`src/rtl/fetch_queue.sv`:
```
// Instruction fetch unit: owns the PC, reads a 1-cycle-latency ROM and buffers words in a prefetch FIFO for decode.
// Define FETCH_STATS_EN to add the saturating stall_cnt output (decode ready but nothing valid).
module fetch_queue #(
    parameter int INSTR_W = 4,
    parameter int OPER_W  = 4,
    parameter int ADDR_W  = 12,
    parameter int DEPTH   = 4
) (
    input  logic                        clk,
    input  logic                        reset,
    output logic                        mem_req,
    output logic [ADDR_W-1:0]           mem_addr,
    input  logic [INSTR_W+OPER_W-1:0]   mem_data,
    input  logic                        branch_en,
    input  logic [ADDR_W-1:0]           branch_target,
    output logic                        out_valid,
    input  logic                        out_ready,
    output logic [INSTR_W-1:0]          instr,
    output logic [OPER_W-1:0]           operand,
    output logic [ADDR_W-1:0]           out_pc
`ifdef FETCH_STATS_EN
    ,
    output logic [15:0]                 stall_cnt
`endif
);

    localparam int WORD_W = INSTR_W + OPER_W;
    localparam int PTR_W  = $clog2(DEPTH);
    localparam int CNT_W  = PTR_W + 1;

    logic [ADDR_W-1:0] pc;
    logic              inflight;
    logic [ADDR_W-1:0] inflightAddr;

    logic [WORD_W-1:0] dataQ [DEPTH];
    logic [ADDR_W-1:0] addrQ [DEPTH];
    logic [PTR_W-1:0]  rdPtr;
    logic [PTR_W-1:0]  wrPtr;
    logic [CNT_W-1:0]  count;

    logic              push;
    logic              pop;
    logic [CNT_W:0]    occupancy;

    // Slots are reserved at issue time by counting the in-flight word, so a push never finds the FIFO full.
    assign occupancy = {1'b0, count} + {{CNT_W{1'b0}}, inflight};
    assign mem_req   = !reset && !branch_en && (occupancy < (CNT_W+1)'(DEPTH));
    assign mem_addr  = pc;

    // A word arriving in a branch cycle belongs to the old path and is dropped with the flush.
    assign push      = inflight && !branch_en;
    assign out_valid = (count != '0);
    assign pop       = out_valid && out_ready;

    assign instr   = out_valid ? dataQ[rdPtr][WORD_W-1:OPER_W] : '0;
    assign operand = out_valid ? dataQ[rdPtr][OPER_W-1:0]      : '0;
    assign out_pc  = out_valid ? addrQ[rdPtr]                  : '0;

    always_ff @(posedge clk or posedge reset) begin
        if (reset) begin
            pc           <= '0;
            inflight     <= 1'b0;
            inflightAddr <= '0;
        end else begin
            inflight <= mem_req;
            if (mem_req) begin
                inflightAddr <= pc;
                pc           <= pc + ADDR_W'(1);
            end else if (branch_en) begin
                pc <= branch_target;
            end
        end
    end

    always_ff @(posedge clk or posedge reset) begin
        if (reset) begin
            rdPtr <= '0;
            wrPtr <= '0;
            count <= '0;
        end else if (branch_en) begin
            rdPtr <= '0;
            wrPtr <= '0;
            count <= '0;
        end else begin
            if (pop) begin
                rdPtr <= rdPtr + PTR_W'(1);
            end
            if (push) begin
                wrPtr <= wrPtr + PTR_W'(1);
            end
            case ({push, pop})
                2'b10:   count <= count + CNT_W'(1);
                2'b01:   count <= count - CNT_W'(1);
                default: count <= count;
            endcase
        end
    end

    // Storage is cleared on reset so no stale entry can ever reach the outputs.
    always_ff @(posedge clk or posedge reset) begin
        if (reset) begin
            for (int i = 0; i < DEPTH; i++) begin
                dataQ[i] <= '0;
                addrQ[i] <= '0;
            end
        end else if (push) begin
            dataQ[wrPtr] <= mem_data;
            addrQ[wrPtr] <= inflightAddr;
        end
    end

`ifdef FETCH_STATS_EN
    always_ff @(posedge clk or posedge reset) begin
        if (reset) begin
            stall_cnt <= '0;
        end else if (out_ready && !out_valid && (stall_cnt != 16'hFFFF)) begin
            stall_cnt <= stall_cnt + 16'd1;
        end
    end
`endif

endmodule
```
`config.mk`:
```
export PLATFORM = sky130hd
export DESIGN_NAME = fetch_queue
export DESIGN_NICKNAME = d
export VERILOG_FILES = /design/src/rtl/fetch_queue.sv
export SDC_FILE = /design/constraint.sdc
export NUM_CORES = 1
export LEC_CHECK = 0
export CORE_MARGIN = 2
export CORE_UTILIZATION = 39
export CTS_CLUSTER_SIZE = 20
export DETAILED_ROUTE_END_ITERATION = 16
export MAX_ROUTING_LAYER = met4
export SLEW_MARGIN = 30
export SYNTH_ARGS = -nofsm -noshare
export SYNTH_HDL_FRONTEND = slang
export SYNTH_SLANG_ARGS = --single-unit
```
`constraint.sdc`:
```
create_clock -name clk -period 4.3 [get_ports clk]
set_clock_uncertainty 0.05 [all_clocks]
set_input_delay 1.075 -clock clk [delete_from_list [all_inputs] [get_ports clk]]
set_output_delay 1.075 -clock clk [all_outputs]
set_load 0.02 [all_outputs]
```
# [Word-level counts from Yosys, hierarchy flattened]
# Cells that the tools add are included.
[word_totals] ff_bits=112 elab_cells=63
[classes] addsub=6 magnitude_cmp=4 eq_ne=2 mux=23 n_bitwise=2 reduce_logical=12
[op_table] op="12-bit 2-to-1 mux" count=6
[op_table] op="48-bit bitwise mux" count=1
[op_table] op="32-bit bitwise mux" count=1
[op_table] op="12-bit binary-select mux with 2-bit select" count=1
[op_table] op="12-bit demux with 2-bit select" count=1
[op_table] op="8-bit 2-to-1 mux" count=3
[op_table] op="8-bit binary-select mux with 2-bit select" count=1
[op_table] op="8-bit demux with 2-bit select" count=1
[op_table] op="12-bit by 1-bit adder with 12-bit output, second input constant" count=1
[op_table] op="2-bit 2-to-1 mux" count=4
[op_table] op="4-bit 2-to-1 mux" count=2
[op_table] op="3-bit >= comparator, second input constant" count=2
[op_table] op="2-bit NOT with 3-bit output" count=2
[op_table] op="3-bit case mux with 2 select lines" count=1
[op_table] op="2-bit nonzero test" count=3
[op_table] op="3-bit nonzero test" count=2
[op_table] op="1-bit logical AND" count=5
[op_table] op="2-bit by 1-bit adder with 2-bit output, second input constant" count=2
[op_table] op="3-bit by 1-bit adder with 4-bit output" count=1
[op_table] op="4-bit by 3-bit < comparator with 1-bit output, second input constant" count=1
[op_table] op="3-bit by 1-bit adder with 3-bit output, second input constant" count=1
[op_table] op="3-bit by 1-bit < comparator with 1-bit output, second input constant" count=1
[op_table] op="3-bit 2-to-1 mux" count=1
[op_table] op="3-bit by 1-bit subtractor with 3-bit output, second input constant" count=1
[op_table] op="3 further kinds" count=4

# [Depth between registers and ports, before layout]
[logic_depth] ltp_word=6 ltp_mapped=8 depth_no_buf=7

# [Worst setup path before layout]
# Ideal clock, no wire load.
[synth_timing] path_type="input port to output port" startpoint="in branch_en" endpoint="out mem_req" t_arrival_ns=1.941 required_time_ns=3.175 setup_slack_ns=1.234 cell_stages=5 path_buffers=2 cell_sequence="buf_2 nor3_4 nand2_2 inv_2 buf_2"
[synth_between] elab_chain_cells=3
[synth_lines] item="start: declaration" line="14" source="input logic branch_en,"
[synth_lines] item="1-bit zero test" line="47" source="assign mem_req = !reset && !branch_en && (occupancy < (CNT_W+1)'(DEPTH));"
[synth_lines] item="1-bit logical AND (2 in series)" line="47"
[synth_lines] item="end: declaration" line="11" source="output logic mem_req,"
# No other way between the ends.

# [Final worst setup path]
[layout_timing] startpoint="in reset" endpoint="out mem_req"
[layout_between] elab_chain_cells=3
[layout_lines] item="start: declaration" line="10" source="input logic reset,"
[layout_lines] item="1-bit zero test (no line)"
[layout_lines] item="1-bit logical AND (2 in series)" line="47"
# No other way between the ends.

==> impl_metrics.toml <==
[sta]
worstMarginPinSlew_ps = 744.0
post-route-min-period_ps = 3790
post-route-period-util = 0.8813
rsz0062_at_grt = "no"
setup_viol = 0
clock.fmax_ghz = 0.2639
timing.max_slew.rel_slack = 0.5040
maxSlewViolCount = 0
hold_viol_final = 0
fin_setup_tns_ps = 0

[layout]
fin_nets = 483
drive_gt1_frac = 0.1116
multi_input_area_mm2 = 0.002273
n_fill_cell = 1189
final_common_cell = "dfrtp_1"
final_core_util = 0.4779
area.growth.synth_to_final_pct = 20.42
final_cell_mix = "dfrtp_1, mux2_1, clkdlybuf4s50_1, nand2_1, and2_1"
antenna_cells = 0
seq_area_mm2 = 0.002803

[worst_setup_path]
crit_cells = 5
cp_common_cell = "clkdlybuf4s50_1"
r2r.worst_path.cells = 6
timing.rr.end = "count[2]"
critPathKind = "input port to output port"
crit_fanout = 4
path_cells = "clkdlybuf4s50_1, nor3_4, nand2_2, inv_2, clkdlybuf4s50_1"
r2r_setup_slack_ps = 2370
cp_slowest_cell = "clkdlybuf4s50_1"
required_ps = 3170
critPathBufInv = 3
critPathArrivalTime_ps = 2660
path_delay_family = "buffers and inverters"
critPathCaptureType = "output port"
r2r-start = "count[0]"
cp-start-kind = "input port"
crit_start = "reset"
worstSetupEndpoint = "mem_req"
crit_path_max_incr_delay_ps = 600

[route]
first_pass_iters = 4
drc = 0
drt_wl_total_um = 10560
via_per_inst = 5.112
vias = 3236
wire_per_inst_um = 16.69
drt_iter0_drc = 161
drtAntennaViolNets = 0

[logic_synthesis]
synth.ff_latch_count = 112
synth_area_mm2 = 0.005214
synth_nets = 425
synth_edf_count = 0
synth_ff_type = "dfrtp_1"
syn_avg_cell_area_um2 = 13.20
ys_async_sr_fraction = 1.000
ys_seq_area_frac = 0.5376
syn-instance-count = 395
synth.distinct_cells = 45
ys.warnings.count = 0

[floorplanning]
core_area_mm2 = 0.01314
die_width_um = 119.6
rows = 42
die_height_um = 119.6
ios = 58
initial_utilization = 0.3969
die_area_mm2 = 0.01431

[status]
status = "finished clean"

[global_route]
grt_pass1_vias = 3465
grt_pass1_wl_um = 17910
grt_use_total = 0.1649
grt-busiest-layer = "met2"
grt_max_degree = 58
use_met1 = 0.2158
antenna_found_initial = 0
grt_util_met3 = 0.02471
grt_util_met2 = 0.2646
gr-total-overflow = 0

[clock_tree]
htree_levels = 3
clkLatencyLatePin_ps = 350
post_cts_buffers = 0
cts.sinks = 112
clk_pin_slew_ps = 60
clock_path_buffers = 2
cts_repair_resize_count = 0
cts-root-buf = "clkbuf_16"
hold_buffers = 0
cts_tree = "yes"
cts_buffers = 9

[placed_design]
gp_congestion = 0.7164
port_buffers = 57
hpwl_um = 6962

[power]
power_leakage_nw = 2.884
powerDensity_mw_per_mm2 = 590.7
ir_worst_vdd_uv = 239.1

[worst_hold_path]
hp-start = "addrQ[15]"
hp-class = "register to register"

[flow_run]
maxCapViolations = 0
## area by class of cell
| cell class | instances | share of cell area |
|---|---|---|
| multi-input combinational | 253 | 0.3621 |
| clock inverter | 3 | 0.006776 |
| timing repair buffer | 69 | 0.1052 |
| sequential | 112 | 0.4464 |
| inverter | 8 | 0.005181 |
| clock buffer | 12 | 0.03926 |
| tap | 176 | 0.03507 |
## metrics by stage
stage	setup slack (ps)	instances	area [um2]	hold WS (ps)	total power, mW
after CTS	498.5	633	6279	443.6	3.765
after floorplan	216.0	395	5214	408.7	2.423
after global placement	505.6	618	5989	418.2	2.888
after global routing	427.4	633	6279	451.8	3.953
after detailed placement	498.1	618	5989	426.2	2.931
final	510.4	633	6279	439.0	3.709
## kinds of logic after synthesis
| family | Yosys count | share of synthesized area |
|---|---|---|
| xor+xnor | 4 | 0.006721 |
| flops | 112 | 0.5376 |
| compound gates | 27 | 0.03648 |
| mux | 106 | 0.2709 |
| fa+ha+maj | 6 | 0.01584 |
| buf+inv | 30 | 0.02640 |
| simple gates | 110 | 0.1061 |
## cells in the mapped netlist (all sizes together) (2+ instances only)
library cell  number  share of area
dfrtp            112           0.54
nor2              14          0.010
mux4              20          0.086
a21oi              5         0.0048
a221oi             2         0.0034
a22oi              2         0.0029
mux2              81           0.17
inv                8         0.0058
nand3              8         0.0077
xnor2              2         0.0034
o21ai              7         0.0067
nor3               3         0.0060
clkbuf             5         0.0036
a32oi              2         0.0034
nand4              3         0.0036
mux2i              5         0.0096
and2              22          0.026
xor2               2         0.0034
buf               17          0.017
ha                 5          0.012
nand2b             2         0.0024
and3               3         0.0036
and4               2         0.0034
nand2             46          0.034
or3                4         0.0048
## worst min-delay path by stage
| stage | to | depth (start not counted) | slack [ps] |
|---|---|---|---|
| global placement | addrQ[24] | 1 | 420 |
| finish | addrQ[15] | 1 | 440 |
| detailed placement | dataQ[31] | 1 | 430 |
| floorplan | addrQ[12] | 1 | 410 |
| global route | addrQ[1] | 1 | 450 |
| CTS | addrQ[17] | 1 | 440 |
## layer usage
metal,vias up,routed length (um)
li1,1516,-
met1,1663,4968
met2,48,5165
met3,9,289
met4,0,138
met5,-,0
## flip-flops by register name (all words and copies together), names as in the netlist
| name | flops |
|---|---|
| mem_addr | 12 |
| dataQ | 32 |
| addrQ | 48 |
| inflightAddr | 12 |
| inflight | 1 |
| count | 3 |
| wrPtr | 2 |
| rdPtr | 2 |
## worst register-to-register path, stage by stage (launching register included)
cell	delay [ps]
dfrtp_1	480
o31ai_2	420
nor2_1	90
fa_1	430
a21oi_1	140
a22o_1	140
a21oi_1	60
## report_power, final
group          internal [mW]  total, mW  switching (mW)
Combinational          0.699       1.29           0.591
Clock                  0.464      0.826           0.362
Sequential              1.35       1.59           0.238
No activity file was read; power rests on OpenSTA's default activity.
